[src/rtl/keypad_pkg.sv]
// Shared types and constants for the 4x4 matrix keypad scanner.
package keypad_pkg;

   typedef enum logic [1:0] {
      SCAN     = 2'd0,
      DEBOUNCE = 2'd1,
      HELD     = 2'd2,
      RELEASE  = 2'd3
   } scan_state_t;

   localparam logic [3:0] ROWS_IDLE = 4'hF;

   // Hex code per key, indexed [row][col].
   localparam logic [3:0] KEY_MAP [4][4] = '{
      '{4'h1, 4'h2, 4'h3, 4'hA},
      '{4'h4, 4'h5, 4'h6, 4'hB},
      '{4'h7, 4'h8, 4'h9, 4'hC},
      '{4'hE, 4'h0, 4'hF, 4'hD}
   };

   // A press is exactly one row line pulled low.
   function automatic logic single_low(input logic [3:0] r);
      logic [3:0] low;
      low = ~r;
      return (low != 4'h0) && ((low & (low - 4'h1)) == 4'h0);
   endfunction

   function automatic logic [1:0] low_index(input logic [3:0] r);
      logic [1:0] idx;
      idx = 2'd0;
      for (int i = 0; i < 4; i++) begin
         if (!r[i]) idx = 2'(i);
      end
      return idx;
   endfunction

endpackage

[src/rtl/row_sync.sv]
// Two-flop synchronizer for asynchronous row lines; resets to all ones (idle).
module row_sync #(
   parameter int unsigned WIDTH = 4
) (
   input  logic             clk,
   input  logic             reset,
   input  logic [WIDTH-1:0] d,
   output logic [WIDTH-1:0] q
);

   logic [WIDTH-1:0] meta_q, meta_d;
   logic [WIDTH-1:0] sync_q, sync_d;

   always_comb begin
      meta_d = d;
      sync_d = meta_q;
   end

   always_ff @(posedge clk) begin
      if (reset) begin
         meta_q <= '1;
         sync_q <= '1;
      end else begin
         meta_q <= meta_d;
         sync_q <= sync_d;
      end
   end

   assign q = sync_q;

endmodule

[src/rtl/keypad_scanner.sv]
// 4x4 active-low keypad scanner with press/release debounce.
// Optional auto-repeat while held: define KEYPAD_REPEAT_EN.
module keypad_scanner #(
   parameter int unsigned SCAN_DIV        = 50000,
   parameter int unsigned DEBOUNCE_CYCLES = 240000,
   parameter int unsigned REPEAT_CYCLES   = 12000000
) (
   input  logic       clk,
   input  logic       reset,
   input  logic [3:0] rows,
   output logic [3:0] cols,
   output logic [3:0] key,
   output logic       key_valid,
   output logic       key_held
);
   import keypad_pkg::*;

   localparam int unsigned DIV_W = (SCAN_DIV > 1) ? $clog2(SCAN_DIV) : 1;
   localparam int unsigned CNT_W = (DEBOUNCE_CYCLES > 1) ? $clog2(DEBOUNCE_CYCLES) : 1;

   logic [3:0]       rs;
   scan_state_t      state_q, state_d;
   logic [1:0]       col_q, col_d;
   logic [1:0]       row_q, row_d;
   logic [DIV_W-1:0] dwell_q, dwell_d;
   logic [CNT_W-1:0] cnt_q, cnt_d;
   logic [3:0]       cols_q, cols_d;
   logic [3:0]       key_q, key_d;
   logic             key_valid_q, key_valid_d;
   logic             key_held_q, key_held_d;
   logic [3:0]       row_pat_c;
   logic             rep_fire_c;

   row_sync #(.WIDTH(4)) u_row_sync (
      .clk   (clk),
      .reset (reset),
      .d     (rows),
      .q     (rs)
   );

   assign row_pat_c = ~(4'b0001 << row_q);

`ifdef KEYPAD_REPEAT_EN
   localparam int unsigned REP_W = (REPEAT_CYCLES > 1) ? $clog2(REPEAT_CYCLES) : 1;
   logic [REP_W-1:0] rep_q, rep_d;

   // Runs only in HELD; cleared while debouncing so each press starts fresh, paused in RELEASE.
   always_comb begin
      rep_d      = rep_q;
      rep_fire_c = 1'b0;
      if (state_q == DEBOUNCE) begin
         rep_d = '0;
      end else if (state_q == HELD) begin
         if (rep_q == REP_W'(REPEAT_CYCLES - 1)) begin
            rep_d      = '0;
            rep_fire_c = 1'b1;
         end else begin
            rep_d = rep_q + 1'b1;
         end
      end
   end

   always_ff @(posedge clk) begin
      if (reset) rep_q <= '0;
      else       rep_q <= rep_d;
   end
`else
   logic unused_repeat;
   assign rep_fire_c    = 1'b0;
   assign unused_repeat = (REPEAT_CYCLES == 0);
`endif

   always_comb begin
      state_d     = state_q;
      col_d       = col_q;
      row_d       = row_q;
      dwell_d     = dwell_q;
      cnt_d       = cnt_q;
      key_d       = key_q;
      key_valid_d = 1'b0;
      key_held_d  = key_held_q;
      unique case (state_q)
         SCAN: begin
            if (dwell_q == DIV_W'(SCAN_DIV - 1)) begin
               dwell_d = '0;
               if (single_low(rs)) begin
                  row_d   = low_index(rs);
                  cnt_d   = '0;
                  state_d = DEBOUNCE;
               end else begin
                  col_d = col_q + 2'd1;
               end
            end else begin
               dwell_d = dwell_q + 1'b1;
            end
         end
         DEBOUNCE: begin
            if (rs != row_pat_c) begin
               state_d = SCAN;
               col_d   = col_q + 2'd1;
               cnt_d   = '0;
            end else if (cnt_q == CNT_W'(DEBOUNCE_CYCLES - 1)) begin
               key_d       = KEY_MAP[row_q][col_q];
               key_valid_d = 1'b1;
               key_held_d  = 1'b1;
               cnt_d       = '0;
               state_d     = HELD;
            end else begin
               cnt_d = cnt_q + 1'b1;
            end
         end
         HELD: begin
            key_valid_d = rep_fire_c;
            if (rs == ROWS_IDLE) begin
               cnt_d   = '0;
               state_d = RELEASE;
            end
         end
         RELEASE: begin
            // The HELD cycle that first saw idle rows is the first of the run.
            if (rs != ROWS_IDLE) begin
               state_d = HELD;
            end else if (cnt_q == CNT_W'(DEBOUNCE_CYCLES - 2)) begin
               key_held_d = 1'b0;
               cnt_d      = '0;
               col_d      = col_q + 2'd1;
               state_d    = SCAN;
            end else begin
               cnt_d = cnt_q + 1'b1;
            end
         end
         default: state_d = SCAN;
      endcase
      cols_d = ~(4'b0001 << col_d);
   end

   always_ff @(posedge clk) begin
      if (reset) begin
         state_q     <= SCAN;
         col_q       <= 2'd0;
         row_q       <= 2'd0;
         dwell_q     <= '0;
         cnt_q       <= '0;
         cols_q      <= 4'b1110;
         key_q       <= 4'h0;
         key_valid_q <= 1'b0;
         key_held_q  <= 1'b0;
      end else begin
         state_q     <= state_d;
         col_q       <= col_d;
         row_q       <= row_d;
         dwell_q     <= dwell_d;
         cnt_q       <= cnt_d;
         cols_q      <= cols_d;
         key_q       <= key_d;
         key_valid_q <= key_valid_d;
         key_held_q  <= key_held_d;
      end
   end

   assign cols      = cols_q;
   assign key       = key_q;
   assign key_valid = key_valid_q;
   assign key_held  = key_held_q;

endmodule

[config.mk]
export PLATFORM = sky130hd
export DESIGN_NAME = keypad_scanner
export DESIGN_NICKNAME = d
export VERILOG_FILES = /design/src/rtl/keypad_pkg.sv /design/src/rtl/row_sync.sv /design/src/rtl/keypad_scanner.sv
export SDC_FILE = /design/constraint.sdc
export NUM_CORES = 1
export LEC_CHECK = 0
export CAP_MARGIN = 20
export CORE_ASPECT_RATIO = 1.75
export CORE_MARGIN = 5
export CORE_UTILIZATION = 50
export DETAILED_ROUTE_END_ITERATION = 10
export PLACE_DENSITY = 0.69
export SYNTH_ARGS = -nofsm -noshare
export SYNTH_HDL_FRONTEND = slang
export SYNTH_SLANG_ARGS = --single-unit
[constraint.sdc]
create_clock -name clk -period 3.26 [get_ports clk]
set_input_delay 0.489 -clock clk [delete_from_list [all_inputs] [get_ports clk]]
set_output_delay 0.489 -clock clk [all_outputs]
set_load 0.03 [all_outputs]
Word-level counts from Yosys, hierarchy flattened. Index checks and enable logic that the tools add are counted.

Register bits after elaboration: 58. Input bits: 6. Output and inout bits: 10.

Add/subtract/negate cells: 4. Magnitude comparators: 2. Eq/ne operators: 18. Shifts and indexed selects: 2. Mux-type cells: 38. Bitwise logic cells: 8. Reductions and logical operators: 11.

Operators with widths (count): two-way mux 18 bit (7); one-hot mux 18 bit (4 select lines) (1); two-way mux 16 bit (3); equality test 18 bit (second input constant) (2); binary-select mux 16 bit (select 2 bit) (1); two-way mux 2 bit (14); adder 18 x 1 -> 18 bit (second input constant) (1); adder 16 x 1 -> 16 bit (second input constant) (1); equality test 16 bit (second input constant) (1); inequality test 2 bit (second input constant) (7); inverter 4 bit (3); AND reduction 5 bit (2); binary-select mux 4 bit (select 2 bit) (1); two-way mux 4 bit (2); one-hot mux 2 bit (4 select lines) (1); left shift 1 x 2 -> 4 bit (first input constant) (2); greater-or-equal comparator 3 bit (second input constant) (2); two-way mux 1 bit (6); inequality test 3 bit (second input constant) (2); inverter 2 -> 3 bit (2); one-hot mux 2 bit (3 select lines) (1); AND reduction 3 bit (2); bitwise AND 4 bit (1); equality test 2 bit (second input constant) (2); other kinds (15) (16).

Longest topological paths before layout. Gate-level depths: netlist of the first run.

Word-level depth: 10. Gate-level depth with buffers: 10. Gate-level depth less buffers: 8.

Modules after synthesis. Synthesis of the first run repeated with hierarchy kept, for this count alone.

Cell total of the unflattened synthesis: 320. Area total of the unflattened synthesis: 2817.7 um2.

Modules (own cells, without submodules): keypad_scanner (times used 1, cells each 304, area each 2607.5 um2, sequential area each 1001.0 um2); row_sync (times used 1, cells each 16, area each 210.2 um2, sequential area each 160.2 um2).

Worst setup path before layout of the first run. OpenSTA, ideal clock, no wires.

Path type: register to register. Start: register cnt_q[7]. End: register cnt_q[13]. Data arrival time: 2.274 ns. Data required time: 3.145 ns. Setup slack: 0.871 ns. Stages on the path, launching flop included: 10. Path buffers: 3. Cells stage by stage: dfxtp_1 or3_1 or3_1 buf_2 or4_1 and3b_1 buf_6 o21bai_4 buf_6 nor2_1.

Longest elaborated chain between the ends: 4. Elaborated cells on any way between the ends: 8. Classes of those cells: 1 x add/sub; 2 x eq/ne; 5 x mux.

RTL lines: from (decl) (line keypad_scanner.sv:26) `logic [CNT_W-1:0] cnt_q, cnt_d;`; from (signal assigned) (line keypad_scanner.sv:153) `cnt_q <= cnt_d;`; adder 18 x 1 -> 18 bit, or another cell as far along (line keypad_scanner.sv:109, keypad_scanner.sv:129); two-way mux 18 bit (on tied branches) (line keypad_scanner.sv:123, keypad_scanner.sv:102); two-way mux 18 bit (on tied branches) (line keypad_scanner.sv:121, keypad_scanner.sv:98); one-hot mux 18 bit (4 select lines) (*) (line keypad_scanner.sv:82) `unique case (state_q)`.

Mark *: on every way between the ends. The rest lies on a longest branch, timed or not. The select of a mux whose other input is x is not followed. A chain may end at the register's enable or synchronous reset.

Final worst setup path of the first run.
Start: register cnt_q[7]. End: register cnt_q[3].

Longest elaborated chain between the ends: 4. Elaborated cells on any way between the ends: 7. Classes of those cells: 2 x eq/ne; 5 x mux.

RTL lines (line): equality test 18 bit (on tied branches) (keypad_scanner.sv:123, keypad_scanner.sv:102); two-way mux 18 bit (on tied branches) (keypad_scanner.sv:123, keypad_scanner.sv:102); two-way mux 18 bit (on tied branches) (keypad_scanner.sv:121, keypad_scanner.sv:98); one-hot mux 18 bit (4 select lines) (*) (keypad_scanner.sv:82).

Marks and branches as above.

==> results of run 1 <==
[through the flow]
stage / hold slack [ps] / instances / utilization (%) / power (mW)
5_1_grt: 421 / 444 / 58.1 / 1.38
3_3_place_gp: 392 / 428 / 55.2 / 0.784
2_1_floorplan: 389 / 352 / - / 0.768
4_1_cts: 413 / 444 / 58.1 / 1.35
3_5_place_dp: 399 / 428 / 55.2 / 0.784
6_report: 409 / 444 / 58.1 / 1.32
[critical path: stages (launching register included)]
cell and delay, ps:
dfxtp_1 340, or3_1 360, or3_1 420, or4_1 560, and3b_1 280, o21bai_4 360, nor2_1 90
[state kept, by name (all words and copies together) (netlist names)]
name and flops:
col_q 2, cnt_q 18, state_q 2, dwell_q 16
u_row_sync.meta_q 4, key_held 1, u_row_sync.q 4, cols 4
key_valid 1, key 4, row_q 2
[layer usage]
layer	track usage (%)	wire, um	vias to the layer above
met5	0	0	-
met4	12.9	281	0
met3	4.17	149	19
met2	34.1	3590	37
met1	18.3	2390	1169
li1	-	-	1253
[cell type report]
class	instances	area, sq um	share of cell area [%]
inverter	6	22.5	0.694
timing repair buffer	20	188	5.78
clock inverter	3	15.0	0.463
clock buffer	13	149	4.59
sequential	58	1160	35.8
tap	76	95.1	2.93
multi-input combinational	268	1620	49.8
[worst paths after layout]
kind              cells past startpoint                 start               to
setup / recovery                      6              cnt_q[7]         cnt_q[3]
hold / removal                        1  u_row_sync.meta_q[2]  u_row_sync.q[2]
setup reg to reg                      6              cnt_q[7]         cnt_q[3]
hold reg to reg                       1  u_row_sync.meta_q[2]  u_row_sync.q[2]
[logic make-up (layout without fill, tap and decap cells)]
kind of cell | count (synthesis) | after routing | synth area share [%]
flops | 58 | 58 | 40.1
buf+inv | 26 | 42 | 4.06
compound gates | 48 | 48 | 10.6
xor+xnor | 27 | 27 | 8.17
mux | 6 | 6 | 2.12
simple gates | 184 | 184 | 33.7
fa+ha+maj | 3 | 3 | 1.30
[power breakdown]
group / switching, mW / leakage, nW / internal, mW
sequential: 0.00807 / 0.470 / 0.717
clock: 0.261 / 0.0872 / 0.293
combinational: 0.0231 / 0.608 / 0.0200
total: 0.293 / 1.16 / 1.03
[placed cells by master, fill, tap and decap left out, types with 2 or more instances in the layout]
cell	instances
nor3_1	10
or2_2	10
nor2b_1	3
and4_1	3
and2_1	3
clkbuf_8	10
clkbuf_1	3
o21ai_0	10
xnor2_1	8
or3b_2	3
mux2i_1	5
or4_1	3
clkinv_2	3
nand2_1	32
nor4_1	3
a21o_1	3
ha_1	3
nor2_1	44
nand2b_1	2
nand3_1	27
nand4_1	11
xor2_1	19
buf_4	5
clkdlybuf4s50_1	15
nand3b_1	5
a31oi_1	3
inv_1	6
dfxtp_1	58
nand4b_1	5
a21oi_1	18
and3_1	8
or3_1	6
==> out/qor.csv, run 1 <==
metric,value,unit
status,"complete, no violations",
Worst Path Required,3470,ps
Fmax,0.392,GHz
final WL,6.41,mm
syn_area_per_cell,8.22,sq um
setup bufs post-CTS,0,
synth unique cells,51,
"EDFF count, synth",0,
IO buf count,15,
Post-synth ARST share,0,%
crit-path max FO,14,
pin count of the biggest net entering global routing,28,
Worst R2R Setup Slack,710,ps
initial antenna violation count,0,
initial detailed-routing violation count,135,
top-count cell post-synth,dfxtp_1,
worst min-delay path category,reg -> reg,
GPL Wtd Cong,0.841,
CTS resizes,0,
Starting Density,51.8,%
total CTS buffers,9,
Synth Warn #,0,
Pwr Density,407,nW/um^2
clk slew on worst S/H paths,60,ps
Slew Limit Headroom,42.1,%
TritonCTS clock tree,built,
crit path launch type,flop,
maxcap violations,0,
root buffer cell,clkbuf_8,
cell area after layout,3250,sq um
hold_buf cts,0,
Row Count,36,
Syn Std Cell Area,2890,sq um
worst vdd ir,282,uV
H-tree depth,3,
post-synthesis register bit count,58,
vias,2478,
top-area cell type share of the netlist area,40.1,%
Die Footprint,7470,sq um
sequential area share after synthesis,40.1,%
DP Wirelength,4.69,mm
final worst setup slack,712,ps
Nets,372,
latest clock arrival within the worst-skew pair,340,ps
Setup CP Type,reg -> reg,
layout cell share with drive strength beyond 1,9.24,%
GR Util All Layers,19.1,%
# clock sinks,58,
number of global-route vias before repair,2459,
"Hold Violations, Final",0,
Die Ht,111,um
Mapped Cells,352,
fin crit period,2550,ps
largest area contributor in the netlist,dfxtp_1,
cell area after placement,3080,sq um
WL/cell,14.4,um
Synth top cells by count,"dfxtp_1 (58), nor2_1 (44), nand2_1 (32), nand3_1 (27), xor2_1 (19)",
dominant cells by area after synthesis,"dfxtp_1 (40%), xor2_1 (5.8%), nor2_1 (5.7%), nand3_1 (4.7%), nand2_1 (4.2%)",
RSZ-0062 raised after global routing,false,
"Area growth, synth to finish",12.1,%
Core ar.,5590,sq um
setup TNS,0,ps
post-route ant nets,0,
Ant. Diodes,0,
Worst EP arrival,2760,ps
ys flop type,dfxtp_1,
drt drc,0,
Slew @ Worst Pin,866,ps
first-pass GRT wire length,10.9,mm
Fill cells,561,
Overflow after GRT,0,
final setup violation count,0,
# IOs,16,
1st-pass router iterations,4,
Place WS,701,ps
Leak,1.16,nW
Die Wd,67.5,um
CP Capture Type,flop,
fin. max-slew vios,0,
period utilization,78.2,%
Synth Net Count,361,
vias per inst,5.58,
Longest Clk Path Bufs,2,
Clock Skews,7.53,ps
Power figures use the tool's default switching activity.
==> run 2: changes to the inputs <==
Clock period 3.26 ns to 2.5 ns, I/O delays scaled along.
==> out/qor.csv, run 2 (synthesized netlist as in run 1, its figures left out) <==
metric,value,unit,change
# clock sinks,58,,unchanged
Fill cells,519,,was 561
fin crit period,2370,ps,was 2550 ps
root buffer cell,clkbuf_8,,unchanged
total CTS buffers,9,,unchanged
WL/cell,14.6,um,was 14.4 um
GR Util met2,37.5,%,was 34.1%
max reg flops,18,,unchanged
maxcap violations,0,,unchanged
Worst Path Required,2740,ps,was 3470 ps
pin count of the biggest net entering global routing,16,,was 28
Largest Register,cnt_q,,unchanged
Die Ht,111,um,unchanged
Leak,1.29,nW,was 1.16 nW
most frequent cells in the layout,"dfxtp_1 (57), nor2_1 (44), nand2_1 (32), nand3_1 (27), buf_4 (24)",,"was dfxtp_1 (58), nor2_1 (44), nand2_1 (32), nand3_1 (27), xor2_1 (19)"
Die Wd,67.5,um,unchanged
post-route ant nets,0,,unchanged
crit-path max FO,14,,unchanged
setup TNS,0,ps,unchanged
RSZ-0062 raised after global routing,false,,unchanged
Core ar.,5590,sq um,unchanged
"most common cell after layout, fill and taps aside",dfxtp_1,,unchanged
latest clock arrival within the worst-skew pair,350,ps,was 340 ps
initial antenna violation count,0,,unchanged
1st-pass router iterations,4,,unchanged
number of global-route vias before repair,2624,,was 2459
status,"complete, no violations",,unchanged
CTS resizes,0,,unchanged
Pwr Density,539,nW/um^2,was 407 nW/um^2
Multi-input gate area,1630,sq um,was 1620 sq um
Row Count,36,,unchanged
Worst EP arrival,2600,ps,was 2760 ps
Ant. Diodes,0,,unchanged
"Hold Violations, Final",0,,unchanged
met1 Usage GRT,19.0,%,was 18.3%
period utilization,94.7,%,was 78.2%
gr busiest metal,met2,,unchanged
clk slew on worst S/H paths,60,ps,about the same
vias per inst,5.58,,about the same
crit path launch type,flop,,unchanged
Slew Limit Headroom,66.3,%,was 42.1%
final WL,6.79,mm,was 6.41 mm
final setup violation count,0,,unchanged
first-pass GRT wire length,11.7,mm,was 10.9 mm
hold_buf cts,0,,unchanged
Largest regs,"cnt_q x18, dwell_q x16",,unchanged
worst vdd ir,378,uV,was 282 uV
Longest Clk Path Bufs,2,,unchanged
Fmax,0.422,GHz,was 0.392 GHz
setup bufs post-CTS,0,,unchanged
initial detailed-routing violation count,163,,was 135
drt drc,0,,unchanged
GR Util All Layers,20.5,%,was 19.1%
met3 GRT Util,6.20,%,was 4.17%
IO buf count,15,,unchanged
CP Capture Type,flop,,unchanged
DP Wirelength,4.98,mm,was 4.69 mm
GPL Wtd Cong,0.839,,was 0.841
Slew @ Worst Pin,502,ps,was 866 ps
H-tree depth,3,,unchanged
TritonCTS clock tree,built,,unchanged
Clock Skews,8.65,ps,was 7.53 ps
vias,2588,,was 2478
Setup CP Type,reg -> reg,,unchanged
fin. max-slew vios,0,,unchanged
Util after Layout,61.9,%,was 58.1%
Die Footprint,7470,sq um,unchanged
layout cell share with drive strength beyond 1,15.2,%,was 9.24%
worst min-delay path category,reg -> reg,,unchanged
Starting Density,51.8,%,unchanged
Reg area,1160,sq um,about the same
# IOs,16,,unchanged
"Area growth, synth to finish",19.5,%,was 12.1%
Nets,392,,was 372
Overflow after GRT,0,,unchanged
==> run 2: final cells by class <==
type,instances,area share [%]
flip-flops and latches,58,33.6
clock buffers,15,5.68
repair buffers,40,10.1
inverters,6,0.651
well taps,76,2.75
clock inverters,1,0.145
multi-input cells,268,47.0
==> run 2: stage by stage <==
stage          power, mW  instance area, sq um  hold WS [ps]  cells  setup WS (ps)
5_1_grt             1.94                  3460           422    464           6.54
2_1_floorplan       1.00                  2890           389    352            111
3_3_place_gp        1.03                  3240           392    448            175
3_5_place_dp        1.03                  3240           398    448           59.3
4_1_cts             1.89                  3450           414    464           63.3
6_report            1.86                  3460           410    464            133
==> run 2: power breakdown <==
group          switching, mW  internal (mW)
Clock                  0.358          0.494
Combinational         0.0325         0.0335
Sequential           0.00903          0.935
Total                  0.400           1.46
==> run 2: per-layer routing <==
| layer | up-vias | wire length [um] |
|---|---|---|
| li1 | 1302 | - |
| met1 | 1228 | 2490 |
| met2 | 42 | 3920 |
| met3 | 16 | 214 |
| met4 | 0 | 158 |
| met5 | - | 0 |
==> run 2: worst paths after layout <==
kind | startpoint | to | slack [ps] | depth (start not counted)
max | cnt_q[7] | cnt_q[15] | 130 | 7
min | u_row_sync.meta_q[3] | u_row_sync.q[3] | 410 | 1
max reg2reg | cnt_q[7] | cnt_q[15] | 130 | 7
min reg2reg | u_row_sync.meta_q[3] | u_row_sync.q[3] | 410 | 1
==> run 2: critical path, stage by stage, from the launching register on <==
cell and delay [ps]:
dfxtp_1 340, or3_1 360, or3_1 370, or4_1 590, and3b_1 230, o21bai_4 160
buf_12 150, nor2_1 50
==> run 3: changes to the inputs <==
Settings changed: CORE_ASPECT_RATIO 1.75 to 0.75, CTS_CLUSTER_DIAMETER set to 30, HOLD_SLACK_MARGIN set to 0.15.
==> out/qor.csv, run 3 (synthesized netlist as in run 1, its figures left out) <==
metric,value,unit,change
Ant. Diodes,0,,unchanged
vias per inst,5.51,,was 5.58
Fmax,0.414,GHz,was 0.422 GHz
maxcap violations,0,,unchanged
Die Footprint,7430,sq um,was 7470 sq um
1st-pass router iterations,4,,unchanged
CP Capture Type,flop,,unchanged
final WL,6.41,mm,was 6.79 mm
worst min-delay path category,reg -> reg,,unchanged
Largest regs,"cnt_q x18, dwell_q x16",,unchanged
IO buf count,15,,unchanged
Row Count,24,,was 36
gr busiest metal,met2,,unchanged
total CTS buffers,9,,unchanged
DP Wirelength,4.32,mm,was 4.98 mm
met3 GRT Util,5.40,%,was 6.20%
fin crit period,2410,ps,was 2370 ps
cell area after placement,3220,sq um,was 3240 sq um
Longest Clk Path Bufs,2,,unchanged
drt drc,0,,unchanged
Setup CP Type,reg -> reg,,unchanged
# IOs,16,,unchanged
Clock Skews,8.61,ps,was 8.65 ps
Starting Density,50.7,%,was 51.8%
Slew @ Worst Pin,540,ps,was 502 ps
# clock sinks,58,,unchanged
Die Wd,97.9,um,was 67.5 um
GR Util All Layers,18.5,%,was 20.5%
initial antenna violation count,0,,unchanged
Overflow after GRT,0,,unchanged
WL/cell,13.8,um,was 14.6 um
"most common cell after layout, fill and taps aside",dfxtp_1,,unchanged
"Area growth, synth to finish",19.8,%,was 19.5%
fin. max-slew vios,0,,unchanged
GR Util met2,29.6,%,was 37.5%
max reg flops,18,,unchanged
Largest Register,cnt_q,,unchanged
Slew Limit Headroom,63.7,%,was 66.3%
root buffer cell,clkbuf_8,,unchanged
"Hold Violations, Final",0,,unchanged
Pwr Total,1.97,mW,was 1.86 mW
number of global-route vias before repair,2378,,was 2624
TritonCTS clock tree,built,,unchanged
met1 Usage GRT,24.0,%,was 19.0%
Fill cells,517,,was 519
vias,2551,,was 2588
latest clock arrival within the worst-skew pair,340,ps,was 350 ps
layout cell share with drive strength beyond 1,14.8,%,was 15.2%
Place WS,113,ps,was 59.3 ps
slowest CP cell,or4_1,,unchanged
first-pass GRT wire length,11.0,mm,was 11.7 mm
clk slew on worst S/H paths,70,ps,was 60 ps
Die Ht,75.9,um,was 111 um
Nets,389,,was 392
final setup violation count,0,,unchanged
crit path launch type,flop,,unchanged
Max stage delay on crit path,610,ps,was 590 ps
Worst Path Required,2720,ps,was 2740 ps
pin count of the biggest net entering global routing,26,,was 16
period utilization,96.5,%,was 94.7%
H-tree depth,3,,unchanged
crit path cell chain,nand4_1 > or4_1 > o31ai_1 > o21ai_0 > a2bb2oi_2 > or3b_2,,was or3_1 > or3_1 > or4_1 > and3b_1 > o21bai_4 > buf_12 > nor2_1
GPL Wtd Cong,0.871,,was 0.839
Leak,1.28,nW,was 1.29 nW
Pwr Density,567,nW/um^2,was 539 nW/um^2
Core ar.,5710,sq um,was 5590 sq um
initial detailed-routing violation count,138,,was 163
status,"complete, no violations",,unchanged
worst vdd ir,412,uV,was 378 uV
final worst setup slack,86.7,ps,was 133 ps
Worst EP arrival,2630,ps,was 2600 ps
most frequent cells in the layout,"dfxtp_1 (58), nor2_1 (44), nand2_1 (32), nand3_1 (27), buf_4 (21)",,"was dfxtp_1 (57), nor2_1 (44), nand2_1 (32), nand3_1 (27), buf_4 (24)"
cell area after layout,3470,sq um,was 3460 sq um
post-route ant nets,0,,unchanged
crit-path max FO,7,,was 14
## run 3: cell types whose count changed in the layout (fill, tap and decap cells not counted), sizes merged
cell | before | now
clkinv | 1 | 2
bufinv | 0 | 2
buf | 25 | 22
clkinvlp | 0 | 1
clkbuf | 15 | 11
## run 3: metrics by stage
stage	setup TNS [ps]	utilization, %	hold slack [ps]	cells
6_report	0	60.8	413	463
5_1_grt	-22.4	60.8	433	463
4_1_cts	0	60.5	414	463
3_5_place_dp	0	56.5	393	447
3_3_place_gp	0	56.5	392	447
2_1_floorplan	0	-	389	352
## run 3: routing by layer
| layer | vias up | share of wire, % |
|---|---|---|
| li1 | 1296 | - |
| met1 | 1184 | 48 |
| met2 | 67 | 46 |
| met3 | 4 | 6.2 |
| met4 | 0 | 0.66 |
| met5 | - | 0 |
## run 3: area by class of cell
type	count	area (sq um)	share of cell area, %
Clock inverter	5	77.6	2.24
Sequential cell	58	1160	33.5
Timing Repair Buffer	37	328	9.46
Clock buffer	11	141	4.08
Tap cell	78	97.6	2.81
Inverter	6	22.5	0.650
Multi-Input combinational cell	268	1640	47.3
## run 3: report_power, final
| group | internal [mW] | switching, mW |
|---|---|---|
| logic | 0.0340 | 0.0329 |
| clock network | 0.585 | 0.372 |
| registers | 0.934 | 0.00702 |
## run 3: critical path: cells and delay by family, from the launching register on
family,cells,cell delay (ps)
AO/OA/AOI/OAI,3,620
flip-flops,1,420
AND/OR/NAND/NOR,3,1250
## run 3: final timing paths
check | startpoint | slack, ps | depth (start not counted) | to
max | u_row_sync.q[1] | 90 | 6 | cols[2]
min | u_row_sync.meta_q[3] | 410 | 1 | u_row_sync.q[3]
max reg2reg | u_row_sync.q[1] | 90 | 6 | cols[2]
min reg2reg | u_row_sync.meta_q[3] | 410 | 1 | u_row_sync.q[3]
## run 3: timing repair
item | in CTS | in global routing
hold buffers | 0 | 0
resized for setup | 1 | 3
setup buffers | 0 | 0
hold endpoints to repair | 0 | 0
endpoints found under the setup margin | 2 | 13
